`config.mk`:
```
export PLATFORM = sky130hd
export DESIGN_NAME = fetch_controller
export DESIGN_NICKNAME = d
export VERILOG_FILES = /design/src/rtl/fetch_pkg.sv /design/src/rtl/fetch_fifo.sv /design/src/rtl/fetch_controller.sv
export SDC_FILE = /design/constraint.sdc
export NUM_CORES = 1
export LEC_CHECK = 0
export ABC_AREA = 1
export BUFFER_PORTS_ARGS = -buffer_cell sky130_fd_sc_hd__buf_2
export CAP_MARGIN = 30
export CORE_MARGIN = 1.5
export CORE_UTILIZATION = 40
export CTS_CLUSTER_DIAMETER = 200
export CTS_CLUSTER_SIZE = 24
export DETAILED_ROUTE_END_ITERATION = 7
export GPL_ROUTABILITY_DRIVEN = 0
export PLACE_DENSITY = 0.67
export SLEW_MARGIN = 40
export SYNTH_ARGS = -nofsm -noshare
export SYNTH_HDL_FRONTEND = slang
export SYNTH_SLANG_ARGS = --single-unit
```
`constraint.sdc`:
```
create_clock -name clk -period 2.05 [get_ports clk]
set_input_delay 0.5125 -clock clk [delete_from_list [all_inputs] [get_ports clk]]
set_output_delay 0.5125 -clock clk [all_outputs]
set_load 0.05 [all_outputs]
```
`src/rtl/fetch_pkg.sv`:
```
// Shared types and constants for the instruction fetch path.
// Latency: n/a (types and constants only).
// Backpressure: n/a.
package fetch_pkg;

  typedef enum logic [1:0] {
    IDLE = 2'd0,
    RUN  = 2'd1,
    HALT = 2'd2
  } fetch_state_t;

  typedef struct packed {
    logic [31:0] pc;
    logic [31:0] instr;
  } fetch_entry_t;

  // The all-zero word stops fetching.
  localparam logic [31:0] HALT_INSTR  = 32'h0;
  localparam logic [31:0] INSTR_BYTES = 32'd4;

endpackage

```
`src/rtl/fetch_fifo.sv`:
```
// Synchronous FIFO of fetch entries between the fetch stage and decode.
// Latency: a pushed entry is visible at the head one cycle after the push edge.
// Backpressure: push is dropped when full unless a pop happens in the same cycle; flush beats push/pop.
module fetch_fifo
  import fetch_pkg::*;
#(
  parameter int DEPTH = 2
) (
  input  logic         clk,
  input  logic         rst_n,
  input  logic         push,
  input  fetch_entry_t push_entry,
  input  logic         pop,
  input  logic         flush,
  output fetch_entry_t head,
  output logic         full,
  output logic         empty
);

  localparam int PW = $clog2(DEPTH);

  // Extra MSB on each pointer separates full from empty on power-of-2 depths.
  logic [PW:0]  wptr_q, wptr_d;
  logic [PW:0]  rptr_q, rptr_d;
  fetch_entry_t mem_q [DEPTH];
  fetch_entry_t mem_d [DEPTH];
  logic         do_push;
  logic         do_pop;

  assign empty = (wptr_q == rptr_q);
  assign full  = (wptr_q[PW] != rptr_q[PW]) && (wptr_q[PW-1:0] == rptr_q[PW-1:0]);
  // Head is forced to zero when empty so decode never sees stale data.
  assign head  = empty ? '0 : mem_q[rptr_q[PW-1:0]];

  // Next pointers and storage: flush resets the pointers, otherwise push/pop advance them.
  always_comb begin
    wptr_d  = wptr_q;
    rptr_d  = rptr_q;
    mem_d   = mem_q;
    do_pop  = pop && !empty;
    do_push = push && (!full || do_pop);
    if (flush) begin
      wptr_d = '0;
      rptr_d = '0;
    end else begin
      if (do_push) begin
        mem_d[wptr_q[PW-1:0]] = push_entry;
        wptr_d = wptr_q + 1'b1;
      end
      if (do_pop) begin
        rptr_d = rptr_q + 1'b1;
      end
    end
  end

  // Pointer and storage registers.
  always_ff @(posedge clk) begin
    if (!rst_n) begin
      wptr_q <= '0;
      rptr_q <= '0;
      mem_q  <= '{default: '0};
    end else begin
      wptr_q <= wptr_d;
      rptr_q <= rptr_d;
      mem_q  <= mem_d;
    end
  end

endmodule

```
`src/rtl/fetch_controller.sv`:
```
// Owns the PC, reads the instruction memory and queues {pc, instr} entries for decode.
// Latency: start -> imem_addr=RESET_PC next cycle -> id_valid the cycle after; redirect likewise 2 cycles.
// Backpressure: id_ready low fills the buffer, then the PC holds until decode pops an entry.
module fetch_controller
  import fetch_pkg::*;
#(
  parameter logic [31:0] RESET_PC   = 32'h0,
  parameter int          MEM_WORDS  = 1280,
  parameter int          FIFO_DEPTH = 2
) (
  input  logic        clk,
  input  logic        rst_n,
  input  logic        start,
  output logic [31:0] imem_addr,
  input  logic [31:0] imem_rdata,
  output logic        id_valid,
  output logic [31:0] id_instr,
  output logic [31:0] id_pc,
  input  logic        id_ready,
  input  logic        redirect_valid,
  input  logic [31:0] redirect_pc,
  output logic        busy,
  output logic        halted,
  output logic        fault
);

  localparam logic [31:0] MEM_WORDS_L = 32'(MEM_WORDS);

  fetch_state_t state_q, state_d;
  logic [31:0]  pc_q, pc_d;
  logic         fault_q, fault_d;

  logic         fifo_push;
  logic         fifo_pop;
  logic         fifo_flush;
  logic         fifo_full;
  logic         fifo_empty;
  fetch_entry_t fifo_head;
  fetch_entry_t fetch_entry;
  logic         pc_illegal;
  logic         room;

  assign fetch_entry = '{pc: pc_q, instr: imem_rdata};
  // Misaligned or beyond the memory; wrapped PCs also land here first.
  assign pc_illegal  = (pc_q[1:0] != 2'b00) || ({2'b00, pc_q[31:2]} >= MEM_WORDS_L);
  // A redirect discards the head, so it is never counted as accepted.
  assign fifo_pop    = !fifo_empty && id_ready && !redirect_valid;
  // A full buffer still has room if decode drains the head this cycle.
  assign room        = !fifo_full || fifo_pop;

  // Next state, PC and fault flag; redirect outranks start and fetch.
  always_comb begin
    state_d    = state_q;
    pc_d       = pc_q;
    fault_d    = fault_q;
    fifo_push  = 1'b0;
    fifo_flush = 1'b0;
    if (redirect_valid) begin
      fifo_flush = 1'b1;
      pc_d       = redirect_pc;
      state_d    = RUN;
    end else begin
      case (state_q)
        IDLE, HALT: begin
          if (start) begin
            fifo_flush = 1'b1;
            pc_d       = RESET_PC;
            fault_d    = 1'b0;
            state_d    = RUN;
          end
        end
        RUN: begin
          if (pc_illegal) begin
            fault_d = 1'b1;
            state_d = HALT;
          end else if (room) begin
            if (imem_rdata == HALT_INSTR) begin
              state_d = HALT;
            end else begin
              fifo_push = 1'b1;
              pc_d      = pc_q + INSTR_BYTES;
            end
          end
        end
        default: state_d = IDLE;
      endcase
    end
  end

  // State, PC and sticky fault registers.
  always_ff @(posedge clk) begin
    if (!rst_n) begin
      state_q <= IDLE;
      pc_q    <= RESET_PC;
      fault_q <= 1'b0;
    end else begin
      state_q <= state_d;
      pc_q    <= pc_d;
      fault_q <= fault_d;
    end
  end

  fetch_fifo #(
    .DEPTH (FIFO_DEPTH)
  ) u_fifo (
    .clk        (clk),
    .rst_n      (rst_n),
    .push       (fifo_push),
    .push_entry (fetch_entry),
    .pop        (fifo_pop),
    .flush      (fifo_flush),
    .head       (fifo_head),
    .full       (fifo_full),
    .empty      (fifo_empty)
  );

  assign imem_addr = pc_q;
  assign id_valid  = !fifo_empty;
  assign id_instr  = fifo_head.instr;
  assign id_pc     = fifo_head.pc;
  assign busy      = (state_q == RUN);
  assign halted    = (state_q == HALT);
  assign fault     = fault_q;

endmodule

```
[Yosys cells after proc, flatten, opt, wreduce, memory -nomap -nowiden]
Cells that the tools add are included.
Storage, ports and cells
  bits in registers: 167
  output and inout bits: 100
Cells by class
  $add $sub $neg: 3
  order comparisons: 4
  equality and inequality tests: 15
  mux-type cells: 30
  bitwise operators: 5
  reduce and logical (&&, ||, !) cells: 25
Operator list (count)
  $mux 64: 5
  $mux 32: 5
  $bwmux 128: 1
  $demux 64 s1: 1
  $pmux 32 s2: 1
  $add 32x3->32 const B: 1
  $logic_not 32->1: 1
  $ge 30x11->1 const B: 1
  $mux 1: 11
  $ne 3x3->1 const B: 3
  $mux 2: 4
  $ne 4x2->1 const B: 2
  $logic_and 1x1->1: 6
  $ne 3x1->1 const B: 2
  $reduce_and 3->1: 2
  $reduce_or 2->1: 3
  $reduce_and 5->1: 1
  $add 2x1->2 const B: 2
  $ge 2x2->1 const B: 2
  $not 1->2: 2
  $pmux 2 s2: 1
  $reduce_and 4->1: 1
  $reduce_bool 2->1: 2
  $logic_not 1->1: 3
  other kinds (15): 19

[Logic depth before layout (Yosys ltp)]
  depth in word-level cells: 11
  gate-level depth with buffers: 14
  mapped depth without buffers: 11

[Modules after synthesis]
From an unflattened synthesis, not the netlist that was laid out.
Second synthesis, totals
  cell total of the unflattened synthesis: 1606
  area total of the unflattened synthesis: 9267.6 µm²
By module, submodules not included
  fetch_fifo: instances 1, cells each 1202, area an instance 6964.2 µm², sequential area each 2642.5 µm²
  fetch_controller: instances 1, cells each 404, area an instance 2303.5 µm², sequential area each 700.7 µm²

[Least setup slack after synthesis]
No wires, ideal clock.
  path type: register to output
  start: register u_fifo.rptr_q[0]
  end: output id_pc[14]
  data arrival time: 1.788 ns
  data required time: 1.537 ns
  setup slack: -0.250 ns
  cell stages (with the launch flop): 6
  buffers on the path: 2
  cell sequence: dfxtp_1 > xor2_1 > nor2_1 > clkbuf_1 > buf_1 > a21oi_1
Between the ends
  longest elaborated chain between the ends: 5
  elaborated cells on any way between the ends: 6
  those cells by class: eq/ne: 1; mux: 4; bitwise: 1
RTL lines
  start: declaration: line fetch_fifo.sv:24  | logic [PW:0] rptr_q, rptr_d;
  start signal: assignment: line fetch_fifo.sv:64  | rptr_q <= rptr_d;
  $not 1->2 (not written as such): line fetch_fifo.sv:33  | assign head = empty ? '0 : mem_q[rptr_q[PW-1:0]];
  $mux 64 (not written as such) (3 in a row): line fetch_fifo.sv:33
  $mux 64 *: line fetch_fifo.sv:33
  end: declaration: line fetch_controller.sv:18  | output logic [31:0] id_pc,
Mark *: on every way between the ends. The rest lies on a longest branch, timed or not. The select of a mux whose other input is x is not followed.

[Final worst setup path]
  start: register u_fifo.rptr_q[1]
  end: output id_instr[10]
Between the ends
  longest elaborated chain between the ends: 2
RTL lines
  $eq 2x2->1: line fetch_fifo.sv:30  | assign empty = (wptr_q == rptr_q);
  $mux 64: line fetch_fifo.sv:33
  end: declaration: line fetch_controller.sv:17  | output logic [31:0] id_instr,
No other way between the ends.

==> qor.yml <==
cells_and_area:
  final_area_um2: 11710
  n_fill_cell: 2032
  finalNonFillerCells: 1888
  drive_above_1_share_pct: 27.54
  fin_util_pct: 55.35
  area_growth_pct: 34.59
  fin_nets: 1671
run_status:
  violations: "setup timing"
  outcome: "finished, violations left"
timing:
  slew_viol_final: 0
  fmax_ghz: 0.4543
  fin_ws_ns: -0.1511
  grt_setup_unrepaired: "true"
  timing.final.hold_violations: 0
  min_period_ns: 2.201
  relSlewSlack_pct: 59.08
  finalSetupTns_ns: -8.210
  whs_ns: 0.3355
  finalSetupViolCount: 65
  skew_ns: 0.01265
  max_slew.worst_pin.slew_ns: 0.6139
  fin_crit_sh_pct: 107.4
place:
  hpwlAfterDp_um: 15360
  placedCellCount: 1844
  placed_area_um2: 10140
  io_buffers: 168
die:
  fp.dieW_um: 150.5
  die_area_um2: 22640
  io_pins: 169
  core-area_um2: 21150
  die_h_um: 150.5
  start_util_pct: 41.12
  rows: 53
grt:
  use_met2_pct: 36.42
  grt_pass1_vias: 8111
  globalRouteTotalUtil_pct: 22.07
  busiest_layer: "met2"
  antenna_found_initial: 1
  use_met1_pct: 28.83
  grt_max_degree: 87
  overflow: 0
  grt_use_met3_pct: 5.182
  grt_pass1_wl_um: 39600
clock_tree:
  clk_latency_ns: 0.43
  tritoncts: "yes"
  cts_buffer_depth: 2
  numCtsBuffers: 17
  cts_root_buf: "clkbuf_16"
  cts_sinks: 167
  cts_htree_levels: 4
  path_clk_slew_ns: 0.07
yosys:
  ys_async_sr_fraction_pct: 0
  synth_edf_count: 0
  syn_area_um2: 8700
  ys_top_cells_by_area: "dfxtp_1, nand2_1, nor2_1"
  synth_most_common_cell: "nand2_1"
  synth-warning-count: 0
  synth_area_leader_cell: "dfxtp_1"
  synth.top_cell.area_share_pct: 38.43
  ys_ff_latch: 167
  synth_cell_types: 26
  yosysSeqAreaShare_pct: 38.43
  syn-num-nets: 1518
  synth_common_cells: "nand2_1, nor2_1, inv_1, dfxtp_1, nand4_1"
  synth_ff_type: "dfxtp_1"
  avgSynthCellArea_um2: 6.012
  syn_inst: 1447
route:
  drt-pass1-iter-count: 5
  avgViaCountPerCell: 4.693
  final_antenna_net_count: 0
  routed_wl_um: 24770
  drt_iter0_drc: 504
  drc: 0
  avgRoutedWirePerCell_um: 13.12
  vias: 8861
power_and_ir_drop:
  power.density_nw_per_um2: 645.1
  ir_drop_mv: 0.4947
  p_leak_nw: 5.680
critical_path:
  r2r_slack_ns: 0.15
  cp.required_ns: 1.54
  end_kind: "output port"
  path_class: "reg -> out"
  worstPathArrival_ns: 1.69
  worst-path-max-fanout: 11
  crit_path_start_kind: "register"
  r2r_end: "u_fifo.mem_q[26]"
  worst-r2r-cell-count: 11
  r2r_start: "imem_addr[16]"
min_path:
  hold_path_end: "imem_addr[24]"
  hp-class: "in -> reg"
  hp-start: "redirect_pc[24]"
  min_path_cells: 3
run:
  drv_cap: 0
## layer usage
metal | vias up | share of wire [%]
met2 | 245 | 47
met1 | 3941 | 46
met5 | - | 0.048
met4 | 2 | 1.2
met3 | 19 | 6.4
li1 | 4654 | -
## kinds of logic (layout without fill, tap and decap cells)
family / Yosys count / after routing / share of synthesized area [%]
simple gates: 782 / 782 / 37.57
buf+inv: 389 / 554 / 17.27
flops: 167 / 167 / 38.43
compound gates: 105 / 105 / 6.242
fa+ha+maj: 2 / 2 / 0.2876
xor+xnor: 2 / 2 / 0.2014
other cells: 0 / 1 / 0
## worst max-delay path, stage by stage, from the launching register on
cell     delay, ns
dfxtp_2       0.33
xor2_2        0.19
nor2_4        0.17
buf_12        0.18
buf_16        0.18
nor2_4        0.05
buf_8         0.15
## power by group
part	switching [mW]	leakage (nW)	internal [mW]
Sequential	0.0488	1.35	3.30
Combinational	0.605	4.03	0.260
Clock	1.38	0.294	1.96
Total	2.03	5.68	5.52
## flip-flops by register name, summed over array words and instances (netlist names)
signal and cells:
state_q 2, imem_addr 32, u_fifo.wptr_q 2, u_fifo.rptr_q 2
u_fifo.mem_q 128, fault 1
## area by class of cell
| cell class | instances | area (um^2) | area share (%) |
|---|---|---|---|
| diodes | 1 | 2.502 | 0.02137 |
| clock inverters | 13 | 168.9 | 1.443 |
| flip-flops and latches | 167 | 3351 | 28.62 |
| clock buffers | 18 | 439.2 | 3.751 |
| multi-input cells | 891 | 4313 | 36.83 |
| well taps | 275 | 344.1 | 2.939 |
| repair buffers | 220 | 1946 | 16.62 |
| inverters | 303 | 1145 | 9.778 |
## repair_timing
action | 4_1_cts | 5_1_grt
cloned | 4 | 3
hold buffers | 0 | 0
hold endpoints to repair | 0 | 0
setup endpoints to repair | 65 | 144
setup buffers | 6 | 0
resized for setup | 149 | 58
pin swaps | 3 | 2
## how the worst max path moves through the flow
| stage | from | endpoint | slack, ns | cells after the start |
|---|---|---|---|---|
| after floorplan | u_fifo.rptr_q[0] | id_pc[14] | -0.24 | 5 |
| final | u_fifo.rptr_q[1] | id_instr[10] | -0.15 | 6 |
| after CTS | u_fifo.rptr_q[0] | id_pc[2] | -0.20 | 6 |
| after global placement | imem_rdata[14] | u_fifo.mem_q[4] | -0.02 | 12 |
| after global routing | u_fifo.rptr_q[1] | id_pc[22] | -0.21 | 5 |
| after detailed placement | imem_rdata[14] | u_fifo.mem_q[2] | -0.05 | 12 |
## metrics by stage
step	total power, mW	setup slack [ns]
final	7.554	-0.1511
after global routing	7.860	-0.2126
after CTS	7.630	-0.1967
after detailed placement	4.274	-0.05113
after global placement	4.269	-0.02062
after floorplan	3.996	-0.2409
## layout by cell type (no fill, tap or decap), types with 4 or more instances in the layout
cell	n
nand2_1	356
inv_2	92
dfxtp_1	163
nand3_1	53
buf_6	31
clkinv_4	4
buf_2	103
o21ai_0	16
nor2_2	25
clkbuf_16	20
a21oi_1	51
nor2_4	29
buf_16	8
nor2_1	218
buf_12	10
a21oi_2	30
buf_8	13
inv_1	207
nand4_1	93
buf_4	52
No activity file was read; power rests on OpenSTA's default activity.
